--- src/rtl/i2s_speaker_transmitter.sv ---
// I2S master transmitter: generates BCLK/LRCLK from clk and shifts stereo
// samples out MSB first with the standard one-bit delay after LRCLK changes.
// Sample pairs are buffered in a small FIFO and one pair is consumed per frame.
// A frame with nothing queued is sent as silence and flagged with underrun.
module i2s_speaker_transmitter #(
  parameter int CLK_DIV     = 2,
  parameter int SAMPLE_BITS = 18,
  parameter int SLOT_BITS   = 32,
  parameter int FIFO_DEPTH  = 4,
  localparam int LVL_W      = $clog2(FIFO_DEPTH + 1)
) (
  input  logic                   clk,
  input  logic                   reset,
  input  logic                   s_valid,
  output logic                   s_ready,
  input  logic [SAMPLE_BITS-1:0] s_left,
  input  logic [SAMPLE_BITS-1:0] s_right,
  output logic                   BCLK,
  output logic                   LRCLK,
  output logic                   DIN,
  output logic                   frame_start,
  output logic                   underrun,
  output logic [LVL_W-1:0]       fifo_level
);

  localparam int FRAME_BITS = 2 * SLOT_BITS;
  localparam int BC_W       = $clog2(FRAME_BITS);
  localparam int DIV_W      = (CLK_DIV > 1) ? $clog2(CLK_DIV) : 1;
  localparam int PTR_W      = (FIFO_DEPTH > 1) ? $clog2(FIFO_DEPTH) : 1;

  logic [DIV_W-1:0]       div_cnt;
  logic                   started;
  logic [BC_W-1:0]        bit_cnt;
  logic [SAMPLE_BITS-1:0] left_w;
  logic [SAMPLE_BITS-1:0] right_w;
  logic [SAMPLE_BITS-1:0] mem_l [FIFO_DEPTH];
  logic [SAMPLE_BITS-1:0] mem_r [FIFO_DEPTH];
  logic [PTR_W-1:0]       wr_ptr;
  logic [PTR_W-1:0]       rd_ptr;

  logic                   tick;
  logic                   fall_evt;
  logic [BC_W-1:0]        next_bit;
  logic                   next_right;
  logic [BC_W-1:0]        slot_pos;
  logic [BC_W-1:0]        bit_idx;
  logic [SAMPLE_BITS-1:0] word_sel;
  logic [SAMPLE_BITS-1:0] word_shift;
  logic                   din_next;
  logic                   frame_load;
  logic                   fifo_empty;
  logic                   push;
  logic                   pop;

  // Bit-clock timing, slot position and the serial bit due at the next falling edge
  always_comb begin
    tick       = (div_cnt == DIV_W'(CLK_DIV - 1));
    fall_evt   = tick && started && BCLK;
    next_bit   = (bit_cnt == BC_W'(FRAME_BITS - 1)) ? '0 : bit_cnt + BC_W'(1);
    next_right = (next_bit >= BC_W'(SLOT_BITS));
    slot_pos   = next_right ? (next_bit - BC_W'(SLOT_BITS)) : next_bit;
    bit_idx    = BC_W'(SAMPLE_BITS) - slot_pos;
    word_sel   = next_right ? right_w : left_w;
    word_shift = word_sel >> bit_idx;
    din_next   = 1'b0;
    if ((slot_pos != '0) && (slot_pos <= BC_W'(SAMPLE_BITS))) begin
      din_next = word_shift[0];
    end
    frame_load = fall_evt && (next_bit == '0);
    fifo_empty = (fifo_level == '0);
    s_ready    = (fifo_level < LVL_W'(FIFO_DEPTH));
    push       = s_valid && s_ready;
    pop        = frame_load && !fifo_empty;
  end

  // BCLK divider; the first toggle after reset is swallowed so BCLK idles high
  // for a full bit period and the first falling edge lands 2*CLK_DIV clocks in
  always_ff @(posedge clk) begin
    if (!reset) begin
      div_cnt <= '0;
      started <= 1'b0;
      BCLK    <= 1'b1;
    end else if (tick) begin
      div_cnt <= '0;
      started <= 1'b1;
      if (started) begin
        BCLK <= ~BCLK;
      end
    end else begin
      div_cnt <= div_cnt + DIV_W'(1);
    end
  end

  // Frame sequencing on BCLK falling edges: bit counter, word select, data and frame pulses
  always_ff @(posedge clk) begin
    if (!reset) begin
      bit_cnt     <= BC_W'(FRAME_BITS - 1);
      LRCLK       <= 1'b1;
      DIN         <= 1'b0;
      frame_start <= 1'b0;
      underrun    <= 1'b0;
      left_w      <= '0;
      right_w     <= '0;
    end else begin
      frame_start <= 1'b0;
      underrun    <= 1'b0;
      if (fall_evt) begin
        bit_cnt <= next_bit;
        LRCLK   <= next_right;
        DIN     <= din_next;
      end
      if (frame_load) begin
        frame_start <= 1'b1;
        if (fifo_empty) begin
          underrun <= 1'b1;
          left_w   <= '0;
          right_w  <= '0;
        end else begin
          left_w   <= mem_l[rd_ptr];
          right_w  <= mem_r[rd_ptr];
        end
      end
    end
  end

  // FIFO pointers and occupancy; a refused push while full leaves the source holding data
  always_ff @(posedge clk) begin
    if (!reset) begin
      wr_ptr     <= '0;
      rd_ptr     <= '0;
      fifo_level <= '0;
    end else begin
      if (push) begin
        wr_ptr <= wr_ptr + PTR_W'(1);
      end
      if (pop) begin
        rd_ptr <= rd_ptr + PTR_W'(1);
      end
      case ({push, pop})
        2'b10:   fifo_level <= fifo_level + LVL_W'(1);
        2'b01:   fifo_level <= fifo_level - LVL_W'(1);
        default: fifo_level <= fifo_level;
      endcase
    end
  end

  // FIFO storage; contents need no reset since the pointers define what is valid
  always_ff @(posedge clk) begin
    if (push) begin
      mem_l[wr_ptr] <= s_left;
      mem_r[wr_ptr] <= s_right;
    end
  end

endmodule
--- config.mk ---
export PLATFORM = sky130hd
export DESIGN_NAME = i2s_speaker_transmitter
export DESIGN_NICKNAME = d
export VERILOG_FILES = /design/src/rtl/i2s_speaker_transmitter.sv
export SDC_FILE = /design/constraint.sdc
export NUM_CORES = 1
export LEC_CHECK = 0
export CAP_MARGIN = 20
export CORE_ASPECT_RATIO = 0.5
export CORE_MARGIN = 4
export CORE_UTILIZATION = 45
export DETAILED_ROUTE_END_ITERATION = 10
export DONT_BUFFER_PORTS = 1
export HOLD_SLACK_MARGIN = 0.05
export PLACE_DENSITY = 0.73
export SLEW_MARGIN = 30
export SYNTH_ARGS = -nofsm -noshare
export SYNTH_HDL_FRONTEND = slang
export SYNTH_SLANG_ARGS = --single-unit
--- constraint.sdc ---
create_clock -name clk -period 3 [get_ports clk]
set_clock_uncertainty 0.2 [all_clocks]
set_input_delay 0.6 -clock clk [delete_from_list [all_inputs] [get_ports clk]]
set_output_delay 0.6 -clock clk [all_outputs]
set_load 0.03 [all_outputs]
# [After elaboration in Yosys (flattened, before gate mapping)]
# Memories as Yosys holds them, arrays and structs flattened. A register that Yosys moved wholly into a read port is not among the register bits.
# Cells that the tools add are included.
[classes] n_shift=1 eq_ne=3 addsub=8 n_bitwise=2 order_cmp=3 reduce_logical=14 mux=15
[op_table] op="18-bit 2-to-1 mux" n=3
[op_table] op="18-bit by 6-bit right shift with 1-bit output" n=1
[op_table] op="6-bit 2-to-1 mux" n=2
[op_table] op="2-bit 2-to-1 mux" n=4
[op_table] op="6-bit by 1-bit adder with 6-bit output (second input constant)" n=1
[op_table] op="6-bit equality test (second input constant)" n=1
[op_table] op="6-bit greater-or-equal comparator (second input constant)" n=1
[op_table] op="6-bit by 5-bit <= comparator with 1-bit output (second input constant)" n=1
[op_table] op="1-bit logical AND" n=6
[op_table] op="6-bit zero test" n=1
[op_table] op="3-bit case mux with 2 select lines" n=1
[op_table] op="6-bit nonzero test" n=1
[op_table] op="5-bit by 6-bit subtractor with 6-bit output (first input constant)" n=1
[op_table] op="6-bit subtractor (second input constant)" n=1
[op_table] op="1-bit 2-to-1 mux" n=5
[op_table] op="2-bit by 1-bit adder with 2-bit output (second input constant)" n=2
[op_table] op="2-bit AND reduction" n=2
[op_table] op="3-bit by 1-bit adder with 3-bit output (second input constant)" n=1
[op_table] op="3-bit zero test" n=1
[op_table] op="3-bit < comparator (second input constant)" n=1
[op_table] op="3-bit by 1-bit subtractor with 3-bit output (second input constant)" n=1
[op_table] op="2-bit by 1-bit equality test with 1-bit output (second input constant)" n=1
[op_table] op="2-bit equality test (second input constant)" n=1
[op_table] op="1-bit inverter" n=2
[op_table] op="other kinds (4)" n=4
[word_totals] reg_bits=56 inputBits=39 mem_bits_rw=144 out_inout_bits=9 n_memories=2
[memory_table] memory="mem_l" words=4 word_bits=18 rd=1 rd_ports_with_merged_regs=1 write_ports=1 line_no="36" rtl="logic [SAMPLE_BITS-1:0] mem_l [FIFO_DEPTH];"
[memory_table] memory="mem_r" words=4 word_bits=18 rd=1 rd_ports_with_merged_regs=1 write_ports=1 line_no="37" rtl="logic [SAMPLE_BITS-1:0] mem_r [FIFO_DEPTH];"

# [Depth between registers and ports, before layout]
# Gate-level depths: netlist of the first run.
[depth] word_depth=7 ltp_mapped=14 mapped_depth_nobuf=12

# [Least setup slack after synthesis of the first run]
# OpenSTA, ideal clock, no wires.
[synth_timing] path_type="register to register" start="register bit_cnt[0]" end="register fifo_level[2]" t_required_ns=2.724 t_arrival_ns=2.955 path_stages_with_launch=15 setup_time_ns=0.076 n_path_buf=2 path_slack_ns=-0.231 path_cell_list="dfxtp_1 -> ha_1 -> buf_2 -> and4_1 -> buf_2 -> o2bb2ai_1 -> nand4_1 -> nor3_1 -> and2_1 -> ha_1 -> inv_1 -> fa_1 -> xor2_1 -> or3_1 -> a21boi_0"
[synth_via] elab_chain_len=7 elab_cells_between_ends=10 classes_between="add/sub: 1; eq/ne: 3; mux: 2; reduce/logical: 4"
[synth_rtl] item="start: declaration" line_no="33" rtl="logic [BC_W-1:0] bit_cnt;"
[synth_rtl] item="start signal: assignment" line_no="97" rtl="bit_cnt <= BC_W'(FRAME_BITS - 1);"
[synth_rtl] item="start signal: assignment" line_no="108" rtl="bit_cnt <= next_bit;"
[synth_rtl] item="6-bit by 1-bit adder with 6-bit output / 6-bit equality test (equally long branches)" line_no="59" rtl="next_bit = (bit_cnt == BC_W'(FRAME_BITS - 1)) ? '0 : bit_cnt + BC_W'(1);"
[synth_rtl] item="6-bit 2-to-1 mux (*)" line_no="59"
[synth_rtl] item="6-bit zero test (*)" line_no="69" rtl="frame_load = fall_evt && (next_bit == '0);"
[synth_rtl] item="1-bit logical AND (*)" line_no="69"
[synth_rtl] item="1-bit logical AND (*)" line_no="73" rtl="pop = frame_load && !fifo_empty;"
[synth_rtl] item="via pop" line_no="53" rtl="logic pop;"
[synth_rtl] item="2-bit by 1-bit equality test with 1-bit output / 2-bit equality test (equally long branches)" line_no="139" rtl="case ({push, pop})"
[synth_rtl] item="3-bit case mux with 2 select lines / 2-bit nonzero test (equally long branches)"
[synth_rtl] item="end signal: assignment" line_no="140" rtl="2'b10: fifo_level <= fifo_level + LVL_W'(1);"
[synth_rtl] item="end signal: assignment" line_no="141" rtl="2'b01: fifo_level <= fifo_level - LVL_W'(1);"
[synth_rtl] item="end signal: assignment" line_no="142" rtl="default: fifo_level <= fifo_level;"
[synth_rtl] item="end: declaration" line_no="23" rtl="output logic [LVL_W-1:0] fifo_level"
# The timed path passes the listed nets; every way through them passes the cells marked *.
# A chain may end at the register's enable or synchronous reset.

# [Final worst setup path of the first run]
[layout_timing] start="register bit_cnt[1]" end="register fifo_level[2]"
# The elaborated chain is that of the path after synthesis.

==> results of run 1 <==
-- final cells by class --
type | count | area share
well taps | 234 | 0.0296
clock inverters | 11 | 0.0115
clock buffers | 23 | 0.0497
repair buffers | 75 | 0.0727
inverters | 11 | 0.00418
flip-flops and latches | 202 | 0.556
multi-input cells | 332 | 0.276
-- worst max path at each step --
stage	start	slack [ps]	to	cells past startpoint
3_5_place_dp	bit_cnt[1]$_SDFFE_PN1P_	10	fifo_level[2]$_SDFFE_PN0P_	12
6_report	bit_cnt[1]$_SDFFE_PN1P_	100	fifo_level[2]$_SDFFE_PN0P_	13
2_1_floorplan	bit_cnt[0]$_SDFFE_PN1P_	30	fifo_level[2]$_SDFFE_PN0P_	14
4_1_cts	bit_cnt[1]$_SDFFE_PN1P_	20	fifo_level[2]$_SDFFE_PN0P_	12
3_3_place_gp	bit_cnt[1]$_SDFFE_PN1P_	110	fifo_level[2]$_SDFFE_PN0P_	12
5_1_grt	bit_cnt[1]$_SDFFE_PN1P_	-50	fifo_level[2]$_SDFFE_PN0P_	12
-- routing by layer --
metal  wire (um)  share of wire  vias up
li1            -              -     2358
met1        8370           0.47     2574
met2        8030           0.45      154
met3        1010          0.057       21
met4         240          0.014        0
met5           0              0        -
-- registers in the layout (all words and copies together), names as in the netlist, named ones only --
signal and cells:
div_cnt 1, wr_ptr 2, LRCLK 1, frame_start 1
bit_cnt 6, fifo_level 3, mem_r 72, rd_ptr 2
right_w 18, BCLK 1, started 1, underrun 1
left_w 18, DIN 1, mem_l 72
-- report_power, final --
part / switching (mW) / total, mW / internal (mW)
clock: 1.01 / 2.36 / 1.35
combinational: 0.384 / 0.665 / 0.281
sequential: 0.0540 / 3.17 / 3.11
total: 1.45 / 6.19 / 4.75
-- per-stage QoR --
step                hold WS, ps   util  instances  TNS (ps)
global route               59.2  0.554        888     -45.4
finish                     67.5  0.554        888         0
CTS                        53.2  0.551        884         0
floorplan                   231      -        590         0
detailed placement          253  0.496        813         0
global placement            247  0.496        813         0
-- layout by cell type, fill, tap and decap left out, types with 5 or more instances in the layout --
master,n
inv_1,11
nand4_1,7
a21boi_1,31
and3_1,5
a21oi_1,10
mux4_2,36
and2_1,9
buf_12,5
nand3_1,46
a21boi_0,7
xnor2_1,6
clkinv_2,5
o21ai_0,22
dlygate4sd3_1,37
ha_1,7
nand2_1,53
nor3_1,7
clkbuf_16,19
nor2_1,14
edfxtp_1,144
buf_4,33
dfxtp_1,55
-- repair_timing --
| action | 4_1_cts | 5_1_grt |
|---|---|---|
| hold endpoints to repair | 159 | 0 |
| endpoints found under the setup margin | 1 | 1 |
| resized for setup | 1 | 5 |
| hold buffers | 37 | 0 |
| pin swaps | 1 | 10 |
| gates cloned | 0 | 0 |
| buffers inserted | 0 | 4 |
-- worst reg2reg max path, cell delays in order (launching register included) --
cell	delay [ps]
dfxtp_4	370
ha_2	200
buf_4	170
and4_4	200
nand2b_2	80
nand2_2	70
nor3_4	190
and2_4	180
ha_4	130
inv_1	50
fa_2	330
xor2_1	160
or3_1	360
a21boi_1	140
-- cell families after synthesis --
logic type      share of synthesized area
xor+xnor                           0.0104
fa+ha+maj                          0.0173
mux                                 0.103
buf+inv                            0.0303
flops                               0.654
compound gates                     0.0853
simple gates                        0.100
==> results.md, run 1 <==
* Result of the run: finished, final reports clean
* EDFF count, synth at 144
* Cell family with most CP delay: simple AND/OR/NAND/NOR gates
* FF-to-FF path depth at 13
* Ratio of cells with drive above 1 in the final layout at 0.191
* HP Class: in2reg
* Crit path cell chain: ha_2 -> buf_4 -> and4_4 -> nand2b_2 -> nand2_2 -> nor3_4 -> and2_4 -> ha_4 -> inv_1 -> fa_2 -> xor2_1 -> or3_1 -> a21boi_1
* Port Buffers at 0
* # rows at 34
* RSZ-0062 raised after global routing: true
* Unique masters post-synth at 55
* Post-synthesis sequential area ratio at 0.654
* Area of the multi-input gates at 2730 um^2
* Area after DPL at 8850 um^2
* CP required at 3220 ps
* Prevailing post-synth register cell: edfxtp_1
* Number of H-tree levels at 1
* Yosys warns at 0
* Fmax at 345 MHz
* Fin crit share at 0.968
* Critical path class: reg2reg
* Detail Placement HPWL at 10900 um
* Area leader, netlist: edfxtp_1
* Clock Pin Slew Worst Setup and Hold Paths at 70 ps
* Grt peak-use layer: met2
* Cell area after layout at 9880 um^2
* Avg WL per Cell at 19.9 um
* Mapped Cells at 590
* Met1 Use GR at 0.247
* P_leak at 3.28 nW
* Post-Syn Area at 8390 um^2
* Post-route minimum period at 2900 ps
* First-pass GRT wire length at 28800 um
* Final GP Congestion at 0.877
* Sequential Area at 5490 um^2
* Fill count at 1390
* CTS Sinks at 202
* DRT iter0 DRCs at 436
* Final hold vios at 0
* Largest net degree at the start of global routing at 44
* CP Max Fanout at 10
* Pwr Density at 627 nW/um^2
* Initial Util at 0.471
* Routed wire length at 17600 um
* DIE AREA at 21000 um^2
* Max-cap violations at 0
* Synthesized area per cell at 14.2 um^2
* Place WS at 14.4 ps
* CP max stage cell: dfxtp_4
* Hold Path Cell Cnt at 1
* Die height at 105 um
* GR Util All Layers at 0.169
* DR vias at 5107
* Total Nets Final at 691
* Worst path bufs/invs at 2
* 1st-pass router iterations at 5
* ANT cells at 0
* IO Count at 48
* Initial antenna violation count at 0
* Slowest stage delay, CP at 370 ps
* Vias in the first global route at 5136
* WHS Endpoint: left_w[17]$_SDFFE_PN0N_
* Root Buffer: clkbuf_16
* Post-route ant nets at 0
* Syn Nets at 640
* Synth cell count leaders: edfxtp_1, dfxtp_1, nand2_1, nand3_1, mux4_2
* Type of origin of the critical path: register
* Met2 usage at 0.269
* Min-Delay Startpoint: reset
* Clk buf depth at 3
* Critical path data arrival time at 3120 ps
* Setup violators final at 0
* R2r setup slk at 100 ps
* Synth top area share at 0.515
* #FFs+latches synth at 202
* CTS tree: done
* Core Footprint at 17800 um^2
* CP endpoint kind: register
* VDD IR-drop max at 0.000315 V
* Slew Viols, Final at 0
* Slew @ Worst Pin at 657 ps
* Synth-to-Final Area Change at 17.7%
* Met3 usage at 0.0325
* Clock Latency Late Sink at 490 ps
* Vias per cell at 5.75
* CTS buffer count at 19
* Synth area leaders: edfxtp_1, dfxtp_1, mux4_2, nand3_1, a21boi_1
* Setup ws final at 97.3 ps
* DR DRC count at 0
* Grt ovf at 0
* Fraction of registers with async set/reset at 0
* Total Power at 6.19 mW
* RR Endpoint: fifo_level[2]$_SDFFE_PN0P_
* Most common cell in the synthesized netlist: edfxtp_1
* Die width at 201 um
* Max-slew headroom at 0.561
* Reg2reg start: bit_cnt[1]$_SDFFE_PN1P_
(Power assumes the default switching activity.)
==> run 2: changes to the inputs <==
--- a/config.mk
+++ b/config.mk
@@ -12,8 +12,8 @@
 export DETAILED_ROUTE_END_ITERATION = 10
 export DONT_BUFFER_PORTS = 1
 export HOLD_SLACK_MARGIN = 0.05
-export PLACE_DENSITY = 0.73
-export SLEW_MARGIN = 30
+export PLACE_DENSITY = 0.71
+export SLEW_MARGIN = 10
 export SYNTH_ARGS = -nofsm -noshare
 export SYNTH_HDL_FRONTEND = slang
 export SYNTH_SLANG_ARGS = --single-unit
==> constraint.sdc (replaced) <==
create_clock -name clk -period 3.4 [get_ports clk]
set_clock_uncertainty 0.2 [all_clocks]
set_input_delay 0.68 -clock clk [delete_from_list [all_inputs] [get_ports clk]]
set_output_delay 0.68 -clock clk [all_outputs]
set_load 0.03 [all_outputs]
==> results.md, run 2 (synthesized netlist as in run 1, its figures left out) <==
* Setup ws final at 272 ps (was 97.3 ps)
* Type of origin of the critical path: register (unchanged)
* Cell family with most CP delay: simple AND/OR/NAND/NOR gates (unchanged)
* Fill count at 1381 (was 1390)
* Fin cells at 835 (was 888)
* Setup violators final at 0 (unchanged)
* Clock Latency Late Sink at 490 ps (about the same)
* Fin crit share at 0.920 (was 0.968)
* Pwr Density at 570 nW/um^2 (was 627 nW/um^2)
* Number of H-tree levels at 1 (unchanged)
* Root Buffer: clkbuf_16 (unchanged)
* RR Endpoint: fifo_level[2]$_SDFFE_PN0P_ (unchanged)
* Vias in the first global route at 4837 (was 5136)
* Post CTS Setup Buffer Count at 0 (unchanged)
* Slew @ Worst Pin at 738 ps (was 657 ps)
* Max-cap violations at 0 (unchanged)
* Min-Delay Startpoint: reset (unchanged)
* Largest net degree at the start of global routing at 58 (was 44)
* Hold Path Cell Cnt at 1 (unchanged)
* Post-route minimum period at 3130 ps (was 2900 ps)
* Fin util at 0.524 (was 0.554)
* 1st-pass router iterations at 5 (unchanged)
* Initial antenna violation count at 0 (unchanged)
* Most frequent CP cell: a21boi_0
* Max-slew headroom at 0.507 (was 0.561)
* Result of the run: finished, final reports clean (unchanged)
* Initial Util at 0.471 (unchanged)
* R2r setup slk at 270 ps (was 100 ps)
* IO Count at 48 (unchanged)
* DR DRC count at 0 (unchanged)
* Final GP Congestion at 0.939 (was 0.877)
* Ratio of cells with drive above 1 in the final layout at 0.161 (was 0.191)
* CTS Sinks at 202 (unchanged)
* DP Cell Count at 800 (was 813)
* Area of the multi-input gates at 2670 um^2 (was 2730 um^2)
* Vias per cell at 5.83 (was 5.75)
* Critical path class: reg2reg (unchanged)
* WHS Endpoint: bit_cnt[4]$_SDFFE_PN1P_ (was left_w[17]$_SDFFE_PN0N_)
* # rows at 34 (unchanged)
* ANT cells at 0 (unchanged)
* Setup TNS at 0 ps (unchanged)
* First-pass GRT wire length at 27700 um (was 28800 um)
* Largest regs: mem_l (72), mem_r (72) (unchanged)
* CP startpoint: bit_cnt[0]$_SDFFE_PN1P_ (was bit_cnt[1]$_SDFFE_PN1P_)
* CP Max Fanout at 27 (was 10)
* Avg WL per Cell at 20.5 um (was 19.9 um)
* HP Class: in2reg (unchanged)
* FF-to-FF path depth at 12 (was 13)
* Most frequent cells in the layout: edfxtp_1, dfxtp_1, nand2_1 (unchanged)
* DRT iter0 DRCs at 552 (was 436)
* Clock Pin Slew Worst Setup and Hold Paths at 70 ps (about the same)
* CTS tree: done (unchanged)
* P_leak at 3.03 nW (was 3.28 nW)
* CP required at 3620 ps (was 3220 ps)
* Slowest stage delay, CP at 380 ps (was 370 ps)
* Place WS at 190 ps (was 14.4 ps)
* Die width at 201 um (unchanged)
* RSZ-0062 raised after global routing: false (was true)
* Critical path data arrival time at 3340 ps (was 3120 ps)
* GR Util All Layers at 0.164 (was 0.169)
* Final hold vios at 0 (unchanged)
* Synth-to-Final Area Change at 11.3% (was 17.7%)
* Grt ovf at 0 (unchanged)
* Detail Placement HPWL at 11000 um (was 10900 um)
* DR vias at 4869 (was 5107)
* Post-route ant nets at 0 (unchanged)
* CTS buffer count at 19 (unchanged)
* Crit path cell chain: buf_4 -> a21boi_0 -> o2bb2ai_1 -> nand4_1 -> nor3_2 -> and2_1 -> ha_1 -> inv_1 -> fa_1 -> xor2_1 -> or3_1 -> a21boi_0 (was ha_2 -> buf_4 -> and4_4 -> nand2b_2 -> nand2_2 -> nor3_4 -> and2_4 -> ha_4 -> inv_1 -> fa_2 -> xor2_1 -> or3_1 -> a21boi_1)
* Total Nets Final at 638 (was 691)
* Reg2reg start: bit_cnt[0]$_SDFFE_PN1P_ (was bit_cnt[1]$_SDFFE_PN1P_)
* Clk buf depth at 3 (unchanged)
* VDD IR-drop max at 0.000273 V (was 0.000315 V)
* Die height at 105 um (unchanged)
* Fmax at 320 MHz (was 345 MHz)
* Sequential Area at 5490 um^2 (about the same)
* CP max stage cell: dfxtp_1 (was dfxtp_4)
* Core Footprint at 17800 um^2 (unchanged)
* Most common cell after layout, fill and taps aside: edfxtp_1 (unchanged)
* Slew Viols, Final at 0 (unchanged)
* DIE AREA at 21000 um^2 (unchanged)
* CP endpoint kind: register (unchanged)
* Worst path bufs/invs at 2 (unchanged)
* Port Buffers at 0 (unchanged)
* Routed wire length at 17100 um (was 17600 um)
-- run 2: changes by cell type in the layout (fill, tap and decap cells not counted), moves of 2 or more --
cell	delta
clkbuf_1	-2
and4_4	-2
dfxtp_2	+2
buf_4	-18
ha_1	+2
dlygate4sd3_1	-36
dfxtp_4	-2
clkinv_1	+3
nand3_1	+2
nand3_2	-2
and4_1	+2
-- run 2: per-stage QoR --
step | instance area (um^2) | power, mW | hold slack, ps
global route | 9340 | 5.55 | 57.9
global placement | 8710 | 3.32 | 245
CTS | 9320 | 5.36 | 53.9
detailed placement | 8710 | 3.32 | 251
floorplan | 8390 | 3.19 | 231
finish | 9340 | 5.33 | 68.5
-- run 2: final cells by class --
cell class	instances	share of cell area
clock buffer	21	0.0517
clock inverter	13	0.0125
inverter	11	0.00442
multi-input combinational	332	0.286
sequential	202	0.588
tap	234	0.0314
timing repair buffer	22	0.0260
-- run 2: how the worst max path moves through the flow --
stage	end	slack (ps)	depth (start not counted)
finish	fifo_level[2]$_SDFFE_PN0P_	270	12
global route	fifo_level[2]$_SDFFE_PN0P_	20	12
CTS	fifo_level[2]$_SDFFE_PN0P_	150	12
detailed placement	fifo_level[2]$_SDFFE_PN0P_	190	12
global placement	fifo_level[2]$_SDFFE_PN0P_	280	12
floorplan	fifo_level[2]$_SDFFE_PN0P_	170	14
-- run 2: metal layers --
layer  up-vias  track usage  wire (um)  share of wire
met3        35       0.0495       1370          0.080
met5         -            0          0              0
met2       155        0.247       7550           0.44
met1      2433        0.234       7790           0.46
li1       2246            -          -              -
met4         0       0.0471        360          0.021
-- run 2: worst register-to-register path: stages (launching register included) --
cell,delay [ps]
dfxtp_1,380
buf_4,300
a21boi_0,150
o2bb2ai_1,240
nand4_1,180
nor3_2,170
and2_1,180
ha_1,190
inv_1,60
fa_1,370
xor2_1,160
or3_1,320
a21boi_0,160
-- run 2: where the power goes --
part / leakage, nW / switching (mW) / internal [mW] / total [mW]
sequential: 1.79 / 0.0506 / 2.75 / 2.80
combinational: 0.944 / 0.290 / 0.188 / 0.479
clock: 0.295 / 0.866 / 1.18 / 2.05
-- run 2: what timing repair did --
item,4_1_cts,5_1_grt
endpoints found under the setup margin,0,1
hold buffers,1,0
gates resized for setup,0,4
hold endpoints to repair,1,0
==> run 3: changes to the inputs <==
--- a/config.mk
+++ b/config.mk
@@ -6,7 +6,7 @@
 export NUM_CORES = 1
 export LEC_CHECK = 0
 export CAP_MARGIN = 20
-export CORE_ASPECT_RATIO = 0.5
+export CORE_ASPECT_RATIO = 1.1
 export CORE_MARGIN = 4
 export CORE_UTILIZATION = 45
 export DETAILED_ROUTE_END_ITERATION = 10
==> constraint.sdc (replaced) <==
create_clock -name clk -period 3.2 [get_ports clk]
set_clock_uncertainty 0.2 [all_clocks]
set_input_delay 0.64 -clock clk [delete_from_list [all_inputs] [get_ports clk]]
set_output_delay 0.64 -clock clk [all_outputs]
set_load 0.03 [all_outputs]
==> results.md, run 3 (synthesized netlist as in run 1, its figures left out) <==
* Result of the run: finished, final reports clean (unchanged)
* Total Nets Final at 688 (was 638)
* Final GP Congestion at 0.856 (was 0.939)
* Most common cell after layout, fill and taps aside: edfxtp_1 (unchanged)
* Core Footprint at 18300 um^2 (was 17800 um^2)
* 1st-pass router iterations at 5 (unchanged)
* Int Pwr at 4.50 mW (was 4.12 mW)
* Max-slew headroom at 0.631 (was 0.507)
* Sequential Area at 5490 um^2 (about the same)
* Fill count at 1512 (was 1381)
* Clk buf depth at 3 (unchanged)
* Number of H-tree levels at 1 (unchanged)
* Switching share of power at 0.221 (was 0.227)
* Detail Placement HPWL at 10200 um (was 11000 um)
* Fmax at 330 MHz (was 320 MHz)
* First-pass GRT wire length at 26800 um (was 27700 um)
* Most frequent cells in the layout: edfxtp_1, dfxtp_1, nand2_1 (unchanged)
* Post-route minimum period at 3030 ps (was 3130 ps)
* Clock power share at 0.385 (was 0.384)
* DR DRC count at 0 (unchanged)
* GR Util All Layers at 0.158 (was 0.164)
* Post-route ant nets at 0 (unchanged)
* Type of origin of the critical path: register (unchanged)
* Die width at 138 um (was 201 um)
* Clock Latency Late Sink at 470 ps (was 490 ps)
* Clock Pin Slew Worst Setup and Hold Paths at 60 ps (was 70 ps)
* CTS buffer count at 20 (was 19)
* Setup ws final at 172 ps (was 272 ps)
* Root Buffer: clkbuf_16 (unchanged)
* P_sw at 1.28 mW (was 1.21 mW)
* Crit path cell chain: ha_4 -> and4_1 -> o2bb2ai_1 -> nand4_1 -> nor3_2 -> and2_4 -> ha_1 -> inv_1 -> fa_1 -> xor2_1 -> or3_1 -> a21boi_0 (was buf_4 -> a21boi_0 -> o2bb2ai_1 -> nand4_1 -> nor3_2 -> and2_1 -> ha_1 -> inv_1 -> fa_1 -> xor2_1 -> or3_1 -> a21boi_0)
* Largest regs: mem_l (72), mem_r (72) (unchanged)
* CTS tree: done (unchanged)
* IO Count at 48 (unchanged)
* CP max stage cell: dfxtp_4 (was dfxtp_1)
* Slowest stage delay, CP at 390 ps (was 380 ps)
* Initial Util at 0.457 (was 0.471)
* Sequential power share at 0.515 (was 0.526)
* DIE AREA at 20900 um^2 (was 21000 um^2)
* Critical path data arrival time at 3230 ps (was 3340 ps)
* Slew @ Worst Pin at 540 ps (was 738 ps)
* Die height at 151 um (was 105 um)
* Synth-to-Final Area Change at 16.8% (was 11.3%)
* Total Power at 5.77 mW (was 5.33 mW)
* Port Buffers at 0 (unchanged)
* Ratio of cells with drive above 1 in the final layout at 0.157 (was 0.161)
* ANT cells at 0 (unchanged)
* Combinational share of power at 0.100 (was 0.090)
* CP endpoint kind: register (unchanged)
* HP Class: in2reg (unchanged)
* Fin crit share at 0.946 (was 0.920)
* Initial antenna violation count at 0 (unchanged)
* Vias per cell at 5.50 (was 5.83)
* Max-cap violations at 0 (unchanged)
* CP required at 3400 ps (was 3620 ps)
* # rows at 52 (was 34)
* Area of the multi-input gates at 2680 um^2 (was 2670 um^2)
* DRT iter0 DRCs at 390 (was 552)
* DR vias at 4919 (was 4869)
* CTS Sinks at 202 (unchanged)
* Final hold vios at 0 (unchanged)
* Largest net degree at the start of global routing at 53 (was 58)
* Place WS at 105 ps (was 190 ps)
* Slew Viols, Final at 0 (unchanged)
* Setup violators final at 0 (unchanged)
* Critical path class: reg2reg (unchanged)
* Vias in the first global route at 5017 (was 4837)
* CP Max Fanout at 4 (was 27)
* Pwr Density at 589 nW/um^2 (was 570 nW/um^2)
* Routed wire length at 16300 um (was 17100 um)
* VDD IR-drop max at 0.000704 V (was 0.000273 V)
* Avg WL per Cell at 18.3 um (was 20.5 um)
* Grt ovf at 0 (unchanged)
* P_leak at 3.23 nW (was 3.03 nW)
run 3: changes by cell type in the layout (fill, tap and decap cells not counted), sizes merged:
cell | previous run | this run
buf | 21 | 31
bufinv | 2 | 1
clkbuf | 21 | 29
clkinv | 9 | 5
clkinvlp | 1 | 0
dlygate4sd3 | 1 | 40
inv | 12 | 11
run 3: worst paths after layout:
kind | startpoint | end | slack [ps] | cells past startpoint
max reg2reg | bit_cnt[1]$_SDFFE_PN1P_ | fifo_level[2]$_SDFFE_PN0P_ | 170 | 12
min | reset | bit_cnt[3]$_SDFFE_PN1P_ | 90 | 1
min reg2reg | left_w[2]$_SDFFE_PN0N_ | left_w[2]$_SDFFE_PN0N_ | 260 | 2
max | bit_cnt[1]$_SDFFE_PN1P_ | fifo_level[2]$_SDFFE_PN0P_ | 170 | 12
run 3: power groups by stage:
stage	Clock, mW	Combinational [mW]	Sequential, mW
final	2.22	0.580	2.97
after global routing	2.39	0.637	2.98
after CTS	2.28	0.565	2.97
after detailed placement	0	0.507	3.03
after global placement	0	0.503	3.02
after floorplan	0	0.372	3.02
run 3: final cells by class:
cell class / count / share of cell area
inverters: 11 / 0.00421
clock inverters: 6 / 0.00562
repair buffers: 71 / 0.0659
multi-input cells: 332 / 0.274
clock buffers: 29 / 0.0589
flip-flops and latches: 202 / 0.561
well taps: 243 / 0.0310
run 3: repair_timing:
item	4_1_cts	5_1_grt
endpoints found under the hold margin	144	5
buffers inserted	0	2
hold buffers	38	2
setup endpoints to repair	0	1
resized for setup	0	8
run 3: metrics by stage:
| stage | utilization | TNS [ps] | area, um^2 | instances | hold WS (ps) |
|---|---|---|---|---|---|
| floorplan | - | 0 | 8390 | 590 | 231 |
| global placement | 0.475 | 0 | 8720 | 817 | 250 |
| detailed placement | 0.475 | 0 | 8720 | 817 | 249 |
| CTS | 0.530 | 0 | 9730 | 890 | 50.0 |
| global route | 0.534 | -10.2 | 9800 | 894 | 72.8 |
| finish | 0.534 | 0 | 9800 | 894 | 86.8 |
run 3: routing by layer:
layer,up-vias,share of wire,global-route usage
met5,-,0,0
met3,31,0.039,0.0256
met1,2446,0.43,0.201
li1,2344,-,-
met4,0,0.020,0.0469
met2,98,0.51,0.279
run 3: worst max-delay path, delay by kind of cell (launching register included):
kind,cells,cell delay [ps]
simple gates,5,1130
fa+ha+maj,3,700
flops,1,390
compound gates,2,330
xor+xnor,1,160
buf+inv,1,60
